[src/rtl/pc_redirect_ctrl.sv]
// Fetch-PC sequencer and sole owner of the shared add_imm adder.
// Selects sequential, branch or JALR next-PC; inserts flush bubbles and traps bad targets.
module pc_redirect_ctrl #(
  parameter int unsigned     PC_W         = 10,
  parameter logic [PC_W-1:0] RESET_PC     = {PC_W{1'b0}},
  parameter int unsigned     FLUSH_CYCLES = 2
) (
  input  logic            clk,
  input  logic            rst_n,
  input  logic            stall_i,
  input  logic            br_valid_i,
  input  logic            br_taken_i,
  input  logic [PC_W-1:0] br_pc_i,
  input  logic [31:0]     imm_i,
  input  logic            jalr_valid_i,
  input  logic [31:0]     jalr_target_i,
  output logic [PC_W-1:0] pc_d_o,
  output logic [31:0]     imm_add_o,
  input  logic [31:0]     pc_imm_i,
  output logic [PC_W-1:0] pc_o,
  output logic            fetch_valid_o,
  output logic            flush_o,
  output logic            misalign_o,
  output logic            halted_o
);

  typedef enum logic [1:0] {
    ST_BOOT  = 2'd0,
    ST_RUN   = 2'd1,
    ST_FLUSH = 2'd2,
    ST_HALT  = 2'd3
  } state_e;

  localparam logic [2:0]      FLUSH_INIT = 3'(FLUSH_CYCLES - 1);
  localparam logic [PC_W-1:0] PC_STEP    = {{(PC_W-3){1'b0}}, 3'd4};

  state_e            state_q, state_d;
  logic [PC_W-1:0]   fetch_pc_q, fetch_pc_d;
  logic              fetch_valid_q, fetch_valid_d;
  logic              flush_q, flush_d;
  logic              misalign_q, misalign_d;
  logic              halted_q, halted_d;
  logic [2:0]        flush_cnt_q, flush_cnt_d;

  logic              redirect_s;
  logic [31:0]       target_s;
  logic              target_ok_s;
  logic [31:0]       jalr_tgt_s;

  // A target must be word aligned and fit inside the fetch address space.
  function automatic logic target_legal(input logic [31:0] t);
    logic upper_zero;
    upper_zero = (t >> PC_W) == 32'd0;
    return (t[1:0] == 2'b00) && upper_zero;
  endfunction

  assign pc_d_o    = br_pc_i;
  assign imm_add_o = imm_i;

  // Redirect selection: JALR outranks a taken branch.
  always_comb begin
    jalr_tgt_s = jalr_target_i & 32'hFFFF_FFFE;
    if (jalr_valid_i) begin
      redirect_s = 1'b1;
      target_s   = jalr_tgt_s;
    end else if (br_valid_i && br_taken_i) begin
      redirect_s = 1'b1;
      target_s   = pc_imm_i;
    end else begin
      redirect_s = 1'b0;
      target_s   = 32'd0;
    end
    target_ok_s = target_legal(target_s);
  end

  // State and registered outputs.
  always_ff @(posedge clk or negedge rst_n) begin
    if (!rst_n) begin
      state_q       <= ST_BOOT;
      fetch_pc_q    <= RESET_PC;
      fetch_valid_q <= 1'b0;
      flush_q       <= 1'b0;
      misalign_q    <= 1'b0;
      halted_q      <= 1'b0;
      flush_cnt_q   <= 3'd0;
    end else begin
      state_q       <= state_d;
      fetch_pc_q    <= fetch_pc_d;
      fetch_valid_q <= fetch_valid_d;
      flush_q       <= flush_d;
      misalign_q    <= misalign_d;
      halted_q      <= halted_d;
      flush_cnt_q   <= flush_cnt_d;
    end
  end

  // Next-state selection.
  always_comb begin
    state_d = state_q;
    case (state_q)
      ST_BOOT: state_d = ST_RUN;
      ST_RUN: begin
        if (redirect_s) begin
          state_d = target_ok_s ? ST_FLUSH : ST_HALT;
        end else begin
          state_d = ST_RUN;
        end
      end
      ST_FLUSH: begin
        if (flush_cnt_q == 3'd0) begin
          state_d = ST_RUN;
        end else begin
          state_d = ST_FLUSH;
        end
      end
      ST_HALT: state_d = ST_HALT;
      default: state_d = ST_BOOT;
    endcase
  end

  // Next values of the PC, counter and status outputs.
  always_comb begin
    fetch_pc_d    = fetch_pc_q;
    fetch_valid_d = fetch_valid_q;
    flush_d       = 1'b0;
    misalign_d    = 1'b0;
    halted_d      = halted_q;
    flush_cnt_d   = flush_cnt_q;
    case (state_q)
      ST_BOOT: begin
        fetch_valid_d = 1'b1;
      end
      ST_RUN: begin
        if (redirect_s && target_ok_s) begin
          fetch_pc_d    = target_s[PC_W-1:0];
          fetch_valid_d = 1'b0;
          flush_d       = 1'b1;
          flush_cnt_d   = FLUSH_INIT;
        end else if (redirect_s) begin
          // Bad target: keep the last fetched PC for the trap handler.
          fetch_valid_d = 1'b0;
          flush_d       = 1'b1;
          misalign_d    = 1'b1;
          halted_d      = 1'b1;
        end else if (stall_i) begin
          fetch_valid_d = 1'b1;
        end else begin
          fetch_pc_d    = fetch_pc_q + PC_STEP;
          fetch_valid_d = 1'b1;
        end
      end
      ST_FLUSH: begin
        if (flush_cnt_q == 3'd0) begin
          fetch_valid_d = 1'b1;
        end else begin
          flush_cnt_d   = flush_cnt_q - 3'd1;
          flush_d       = 1'b1;
          fetch_valid_d = 1'b0;
        end
      end
      ST_HALT: begin
        fetch_valid_d = 1'b0;
        halted_d      = 1'b1;
      end
      default: begin
        fetch_pc_d    = RESET_PC;
        fetch_valid_d = 1'b0;
        halted_d      = 1'b0;
        flush_cnt_d   = 3'd0;
      end
    endcase
  end

  assign pc_o          = fetch_pc_q;
  assign fetch_valid_o = fetch_valid_q;
  assign flush_o       = flush_q;
  assign misalign_o    = misalign_q;
  assign halted_o      = halted_q;

endmodule

[config.mk]
export PLATFORM = sky130hd
export DESIGN_NAME = pc_redirect_ctrl
export DESIGN_NICKNAME = d
export VERILOG_FILES = /design/src/rtl/pc_redirect_ctrl.sv
export SDC_FILE = /design/constraint.sdc
export NUM_CORES = 1
export LEC_CHECK = 0
export CAP_MARGIN = 20
export CORE_UTILIZATION = 32
export DETAILED_ROUTE_END_ITERATION = 10
export PLACE_DENSITY_LB_ADDON = 0.3
export SLEW_MARGIN = 20
export SYNTH_ARGS = -nofsm -noshare
export SYNTH_HDL_FRONTEND = slang
export SYNTH_SLANG_ARGS = --single-unit
export TNS_END_PERCENT = 100
[constraint.sdc]
create_clock -name clk -period 5.1 [get_ports clk]
set_input_delay 0.51 -clock clk [delete_from_list [all_inputs] [get_ports clk]]
set_output_delay 0.51 -clock clk [all_outputs]
set_load 0.01 [all_outputs]
Word-level counts from Yosys, hierarchy flattened. Cells that the tools add are included. Widths: inputs -> output; s select.

Bits in registers: 19. Input port bits: 112. Output and inout bits: 56. Word-level logic and storage cells: 57.

$add $sub $neg: 2. Equal/unequal tests: 9. Multiplexer cells: 27. Reduce and logical (&&, ||, !) cells: 12.

Operators with widths (number): $mux 32 (2); $logic_not 32->1 (1); $mux 10 (3); $mux 1 (13); $add 10x3->10 const B (1); $reduce_and 3->1 (3); $ne 2x2->1 const B (4); $pmux 2 s4 (1); $mux 3 (2); $pmux 3 s2 (1); $eq 2x2->1 const B (2); $logic_not 2->1 (2); $mux 2 (2); $ne 2x1->1 const B (2); $pmux 1 s2 (2); $pmux 1 s4 (1); $reduce_bool 2->1 (2); $logic_and 1x1->1 (3); $logic_not 3->1 (1); $sub 3x1->3 const B (1); $eq 2x1->1 const B (1).

Logic depth before layout (Yosys ltp). Gate-level depths: netlist of run 1.

Depth in word-level cells: 8. Gate-level depth with buffers: 7. Depth with buffers taken out: 7.

Least setup slack after synthesis of run 1. No wires, ideal clock.

Path kind: input port to flip-flop. Start point: input jalr_valid_i. End point: register flush_cnt_q[1]. Library setup time: 126 ps. Data arrival time: 1843 ps. Data required time: 4974 ps. Setup slack: 3131 ps. Cell stages on the path: 7. Path buffers: 2. Path through: buf_6 nor4_2 nand4_1 o22a_1 or2_1 buf_6 a311o_1.

Longest elaborated chain between the ends: 6. Elaborated cells on any way between the ends: 8. Those cells by class: eq/ne (1); mux (2); reduce/logical (5).

Ends and longest elaborated chain: start: declaration (line 15) `input logic jalr_valid_i,`; $mux 32 (line 63) `if (jalr_valid_i) begin`; $logic_not 32->1 / $logic_not 2->1 (equally long branches) (line 53, 54); $logic_and 1x1->1 (line 54) `return (t[1:0] == 2'b00) && upper_zero;`; $logic_and 1x1->1 * (line 134) `if (redirect_s && target_ok_s) begin`; $ne 2x2->1 (no line) *; $reduce_and 3->1 (no line) *; end signal: assignment (line 93) `flush_cnt_q <= flush_cnt_d;`; end: declaration (line 43) `logic [2:0] flush_cnt_q, flush_cnt_d;`.

Mark *: on every way between the ends. The rest lies on a longest branch, timed or not. A chain may end at the register's enable or synchronous reset.

Final worst setup path of run 1.
Start point: input jalr_valid_i. End point: register fetch_pc_q[5] (netlist: pc_o[5]).

Longest elaborated chain between the ends: 6. Elaborated cells on any way between the ends: 10. Those cells by class: eq/ne (2); mux (3); reduce/logical (5).

Ends and longest elaborated chain: $mux 32 (line 63); $logic_not 32->1 / $logic_not 2->1 (equally long branches) (line 53, 54); $logic_and 1x1->1 (line 54); $logic_and 1x1->1 (line 134); $ne 2x1->1 (no line); $reduce_and 3->1 (no line); end signal: assignment (line 88) `fetch_pc_q <= fetch_pc_d;`; end: declaration (line 38) `logic [PC_W-1:0] fetch_pc_q, fetch_pc_d;`.

Parallel ways exist; a longest one is shown, timed or not.

==> impl_metrics.env, run 1 <==
export IMPL_crit_required_ns=5.25
export IMPL_vias_per_cell=4.91
export IMPL_rsz0062_at_grt="no"
export IMPL_routabilityCongestion=0.737
export IMPL_cts_max_path_buffers=2
export IMPL_synth_most_common_cell="buf_4"
export IMPL_ys_types=41
export IMPL_synth_edf_count=0
export IMPL_antenna_found_initial=0
export IMPL_cp_max_fo=20
export IMPL_syn2layout_area_growth_pct=36.7
export IMPL_place_hpwl_um=3560
export IMPL_ioPinCount=168
export IMPL_drt_total_wl_um=4460
export IMPL_finClkSkew_ns=0.00128
export IMPL_top_layer_used="met4"
export IMPL_synth_area_mm2=0.00163
export IMPL_cts_resized=0
export IMPL_ant_nets=0
export IMPL_cts_buffers=3
export IMPL_port_buffers=82
export IMPL_drt_iter0_markers=86
export IMPL_critPathLaunch="jalr_valid_i"
export IMPL_die_x_um=73.3
export IMPL_cts_setup_buffers=0
export IMPL_p_leak_nw=0.837
export IMPL_drive_gt1_frac=0.0258
export IMPL_ctsHtreeMaxLevel=1
export IMPL_cts_root_buf="clkbuf_8"
export IMPL_grt_overflow=0
export IMPL_power_density_mw_per_mm2=150
export IMPL_vdd_drop_max_mv=0.151
export IMPL_track_usage=0.171
export IMPL_avgSynthCellArea_um2=8.31
export IMPL_r2r_start="state_q[1]"
export IMPL_synth_nets=315
export IMPL_synth_cells=196
export IMPL_synth_largest_area_cell="dfrtp_1"
export IMPL_cp_start_kind="input pin"
export IMPL_maxCapViolCount=0
export IMPL_slew_headroom=0.430
export IMPL_ys_flop_type="dfrtp_1"
export IMPL_nNetsFinal=353
export IMPL_ctsHoldBuffers=0
export IMPL_clk_pin_slew_worst_paths_ns=0.08
export IMPL_async_reset_ff_frac=1.00
export IMPL_met2_length_um=2160
export IMPL_synth_top_area_share=0.292
export IMPL_ys_seq_elements=19
export IMPL_critPathCaptureType="flip-flop"
export IMPL_worstMarginPinSlew_ns=0.852
export IMPL_wl_per_cell_um=14.9
export IMPL_crit_type="in2reg"
export IMPL_insertion_delay_ns=0.26
export IMPL_drt_met1_wl_um=1970
export IMPL_synthTopCellsByCount="buf_4, dfrtp_1, a21oi_1"
export IMPL_start_util=0.338
export IMPL_postPlaceCellArea_mm2=0.00218
export IMPL_worstHoldStart="halted_o"
export IMPL_synth_area_top_cells="dfrtp_1, buf_4, ha_1"
export IMPL_grt_start_max_net_pins=21
export IMPL_core_mm2=0.00482
export IMPL_final_area_mm2=0.00222
export IMPL_finalCriticalPeriod_ns=2.95
export IMPL_setup_viol=0
export IMPL_dieHeight_um=73.3
export IMPL_dpl_cell_count=296
export IMPL_clock_sinks=19
export IMPL_setup_tns_ns=0
export IMPL_grt_pass1_vias=1453
export IMPL_yosysWarnings=0
export IMPL_dieArea_mm2=0.00538
export IMPL_ys_seq_area_frac=0.292
export IMPL_drv_slew=0
export IMPL_fin_crit_sh=0.579
export IMPL_drt_pre_antenna_iters=4
export IMPL_grt_pass1_wl_um=7000
export IMPL_drcViolationCount=0
export IMPL_min_path_type="reg2reg"
export IMPL_hold_violations=0
export IMPL_status="complete, no violations"
export IMPL_route_met3_wl_um=245
export IMPL_stdcell_count=300
export IMPL_arrival_ns=3.11
export IMPL_num_rows=25
export IMPL_num_antenna_cells=0
export IMPL_cts_tree="done"
export IMPL_vias=1472
export IMPL_timing_fmax_mhz=339
per-stage QoR:
step / utilization / hold slack, ns / worst slack (ns) / power [mW]
2_1_floorplan: - / 0.214 / 3.13 / 0.200
3_3_place_gp: 0.452 / 0.465 / 1.85 / 0.223
3_5_place_dp: 0.452 / 0.468 / 1.84 / 0.224
4_1_cts: 0.462 / 0.487 / 2.13 / 0.335
5_1_grt: 0.462 / 0.498 / 1.94 / 0.348
6_report: 0.462 / 0.481 / 2.15 / 0.333
layer usage:
metal	GRT usage	vias to the layer above
met2	0.284	46
met3	0.0384	14
met5	0	-
met4	0.0556	0
met1	0.219	673
li1	-	739
cell type report:
type | instances | area (um^2)
clock inverters | 1 | 7.51
clock buffers | 3 | 41.3
well taps | 67 | 83.8
flip-flops and latches | 19 | 475
inverters | 10 | 37.5
multi-input cells | 118 | 758
repair buffers | 82 | 821
fillers | 490 | 2590
report_power, final:
group          switching, mW  internal (mW)  total [mW]
sequential     0.00000000184          0.150       0.150
combinational         0.0197         0.0501      0.0698
clock                 0.0571         0.0553       0.112
registers in the layout, indices dropped and copies added (netlist names):
| signal | flops |
|---|---|
| misalign_o | 1 |
| flush_cnt_q | 3 |
| flush_o | 1 |
| pc_o | 10 |
| state_q | 2 |
| fetch_valid_o | 1 |
| halted_o | 1 |
worst max-delay path: stages:
cell and delay (ns):
clkdlybuf4s50_1 0.87, nor4b_1 0.32, nand4_1 0.15, o22a_1 0.41
or2_1 0.47, a311o_1 0.38
kinds of logic after synthesis:
family / after synthesis / share of synthesized area
simple gates: 67 / 0.231
buf+inv: 59 / 0.242
compound gates: 42 / 0.169
flops: 19 / 0.292
fa+ha+maj: 7 / 0.0538
xor+xnor: 1 / 0.00538
mux: 1 / 0.00615
final timing paths:
path                            depth (start not counted)    endpoint  slack (ns)
worst min-delay path                                    1    halted_o        0.48
worst max-delay path                                    6     pc_o[5]        2.15
worst min register to register                          1    halted_o        0.48
max in group asynchronous                               1  state_q[1]        3.85
min in group asynchronous                               1     pc_o[8]        0.73
worst max register to register                          5     pc_o[5]        3.07
layout by cell type (no fill, tap or decap), types with 3 or more instances in the layout:
cell	instances
a21oi_1	14
a31oi_1	3
clkbuf_8	3
clkdlybuf4s50_1	82
dfrtp_1	19
ha_1	7
inv_1	10
nand2_1	13
nand3_1	6
nand4_1	5
nor2_1	5
nor2b_1	3
nor3_1	9
nor3b_1	5
nor4_1	11
o21ai_0	6
o31ai_1	3
Note: power is estimated with default switching activity, not from simulation.
==> run 2: changes to the inputs <==
CORE_UTILIZATION = 26   (was 32)
clock period = 2.4 ns   (was 5.1 ns; I/O delays follow)
==> impl_metrics.env, run 2 (synthesis results as in run 1) <==
export IMPL_drive_gt1_frac=0.0658
export IMPL_vdd_drop_max_mv=0.316
export IMPL_num_antenna_cells=0
export IMPL_port_buffers=82
export IMPL_pwr_share_comb=0.221
export IMPL_worstMarginPinSlew_ns=0.302
export IMPL_setup_tns_ns=0
export IMPL_crit_type="in2reg"
export IMPL_arrival_ns=2.12
export IMPL_hold_violations=0
export IMPL_dieArea_mm2=0.00658
export IMPL_ant_nets=0
export IMPL_setup_viol=0
export IMPL_vias_per_cell=4.81
export IMPL_power_density_mw_per_mm2=307
export IMPL_vias=1530
export IMPL_cts_resized=0
export IMPL_maxCapViolCount=0
export IMPL_rsz0062_at_grt="no"
export IMPL_nNetsFinal=363
export IMPL_drcViolationCount=0
export IMPL_grt_pass1_vias=1501
export IMPL_postPlaceCellArea_mm2=0.00226
export IMPL_final_area_mm2=0.00231
export IMPL_cts_root_buf="clkbuf_8"
export IMPL_place_hpwl_um=3820
export IMPL_min_path_type="in2async"
export IMPL_cts_max_path_buffers=2
export IMPL_reg2reg_to="pc_o[5]"
export IMPL_die_x_um=81.1
export IMPL_track_usage=0.148
export IMPL_ctsHtreeMaxLevel=1
export IMPL_cp_slowest_cell="clkdlybuf4s50_1"
export IMPL_fin_crit_sh=0.822
export IMPL_layout_commonest_cell="clkdlybuf4s50_1"
export IMPL_cp_start_kind="input pin"
export IMPL_p_leak_nw=0.885
export IMPL_place_ws_ns=0.136
export IMPL_ctsHoldBuffers=0
export IMPL_critPathLaunch="jalr_valid_i"
export IMPL_critPathCaptureType="flip-flop"
export IMPL_largest_reg_flops=10
export IMPL_drv_slew=0
export IMPL_cp_max_fo=8
export IMPL_timing_fmax_mhz=507
export IMPL_drt_iter0_markers=74
export IMPL_reg2reg_depth=6
export IMPL_crit_chain="clkdlybuf4s50_1 -> nor4b_1 -> nand4_1 -> o22a_1 -> or2_1 -> a311o_1"
export IMPL_crit_path_end="flush_cnt_q[1]"
export IMPL_wl_per_cell_um=14.7
export IMPL_p_int_uw=549
export IMPL_seqPwrFrac=0.452
export IMPL_grt_overflow=0
export IMPL_core_mm2=0.00599
export IMPL_clk_pin_slew_worst_paths_ns=0.08
export IMPL_cts_buffers=3
export IMPL_finClkSkew_ns=0.00318
export IMPL_reg2reg_slack_ns=0.67
export IMPL_dieHeight_um=81.1
export IMPL_antenna_found_initial=0
export IMPL_cts_tree="done"
export IMPL_most_common_layout_cells="clkdlybuf4s50_1, dfrtp_1, a21oi_1"
export IMPL_whs_ns=0.322
export IMPL_start_util=0.272
export IMPL_clock_sinks=19
export IMPL_crit_path_max_incr_delay_ns=0.50
export IMPL_power_frac_clock=0.327
export IMPL_p_sw_frac=0.225
export IMPL_r2r_start="state_q[1]"
export IMPL_cts_setup_buffers=0
export IMPL_slew_headroom=0.797
export IMPL_status="complete, no violations"
export IMPL_routabilityCongestion=0.745
export IMPL_insertion_delay_ns=0.26
export IMPL_ioPinCount=168
export IMPL_syn2layout_area_growth_pct=41.9
export IMPL_grt_pass1_wl_um=7370
export IMPL_grt_start_max_net_pins=20
export IMPL_crit_required_ns=2.55
export IMPL_worst_slack_ns=0.427
export IMPL_finalCriticalPeriod_ns=1.97
export IMPL_drt_total_wl_um=4660
export IMPL_drt_pre_antenna_iters=4
export IMPL_switchingPower_uw=159
export IMPL_num_rows=28
-- run 2: power groups by stage --
stage / sequential (mW) / clock, mW / combinational (mW)
floorplan: 0.326 / 0 / 0.0980
global placement: 0.326 / 0 / 0.157
detailed placement: 0.326 / 0 / 0.158
CTS: 0.320 / 0.245 / 0.159
global route: 0.320 / 0.259 / 0.169
finish: 0.320 / 0.232 / 0.156
-- run 2: worst max-delay path, delay by kind of cell --
| family | cells | cell delay [ns] |
|---|---|---|
| compound gates | 2 | 0.61 |
| simple gates | 3 | 0.76 |
| buf+inv | 1 | 0.50 |
-- run 2: layer usage --
layer / routed length, um / vias up / global-route usage
met5: 0 / - / 0
met4: 16 / 0 / 0.0339
met3: 313 / 4 / 0.0326
met2: 2210 / 53 / 0.240
met1: 2120 / 711 / 0.198
li1: - / 762 / -
-- run 2: how the worst min path moves through the flow --
stage / to / slack, ns / depth (start not counted)
5_1_grt: flush_o / 0.33 / 2
2_1_floorplan: fetch_valid_o / -0.06 / 0
3_3_place_gp: halted_o / 0.47 / 1
3_5_place_dp: halted_o / 0.46 / 1
4_1_cts: flush_o / 0.33 / 2
6_report: pc_o[4] / 0.32 / 2
-- run 2: metrics by stage --
step	utilization	total power, mW	instances
after global routing	0.386	0.747	318
final	0.386	0.708	318
after CTS	0.386	0.723	318
after global placement	0.377	0.484	314
after detailed placement	0.377	0.484	314
after floorplan	-	0.424	196
-- run 2: final cells by class --
type / count / area (um^2)
Timing Repair Buffer: 92 / 896
Sequential cell: 19 / 475
Multi-Input combinational cell: 118 / 758
Fill cell: 627 / 3680
Tap cell: 75 / 93.8
Clock inverter: 1 / 7.51
Clock buffer: 3 / 41.3
Inverter: 10 / 37.5
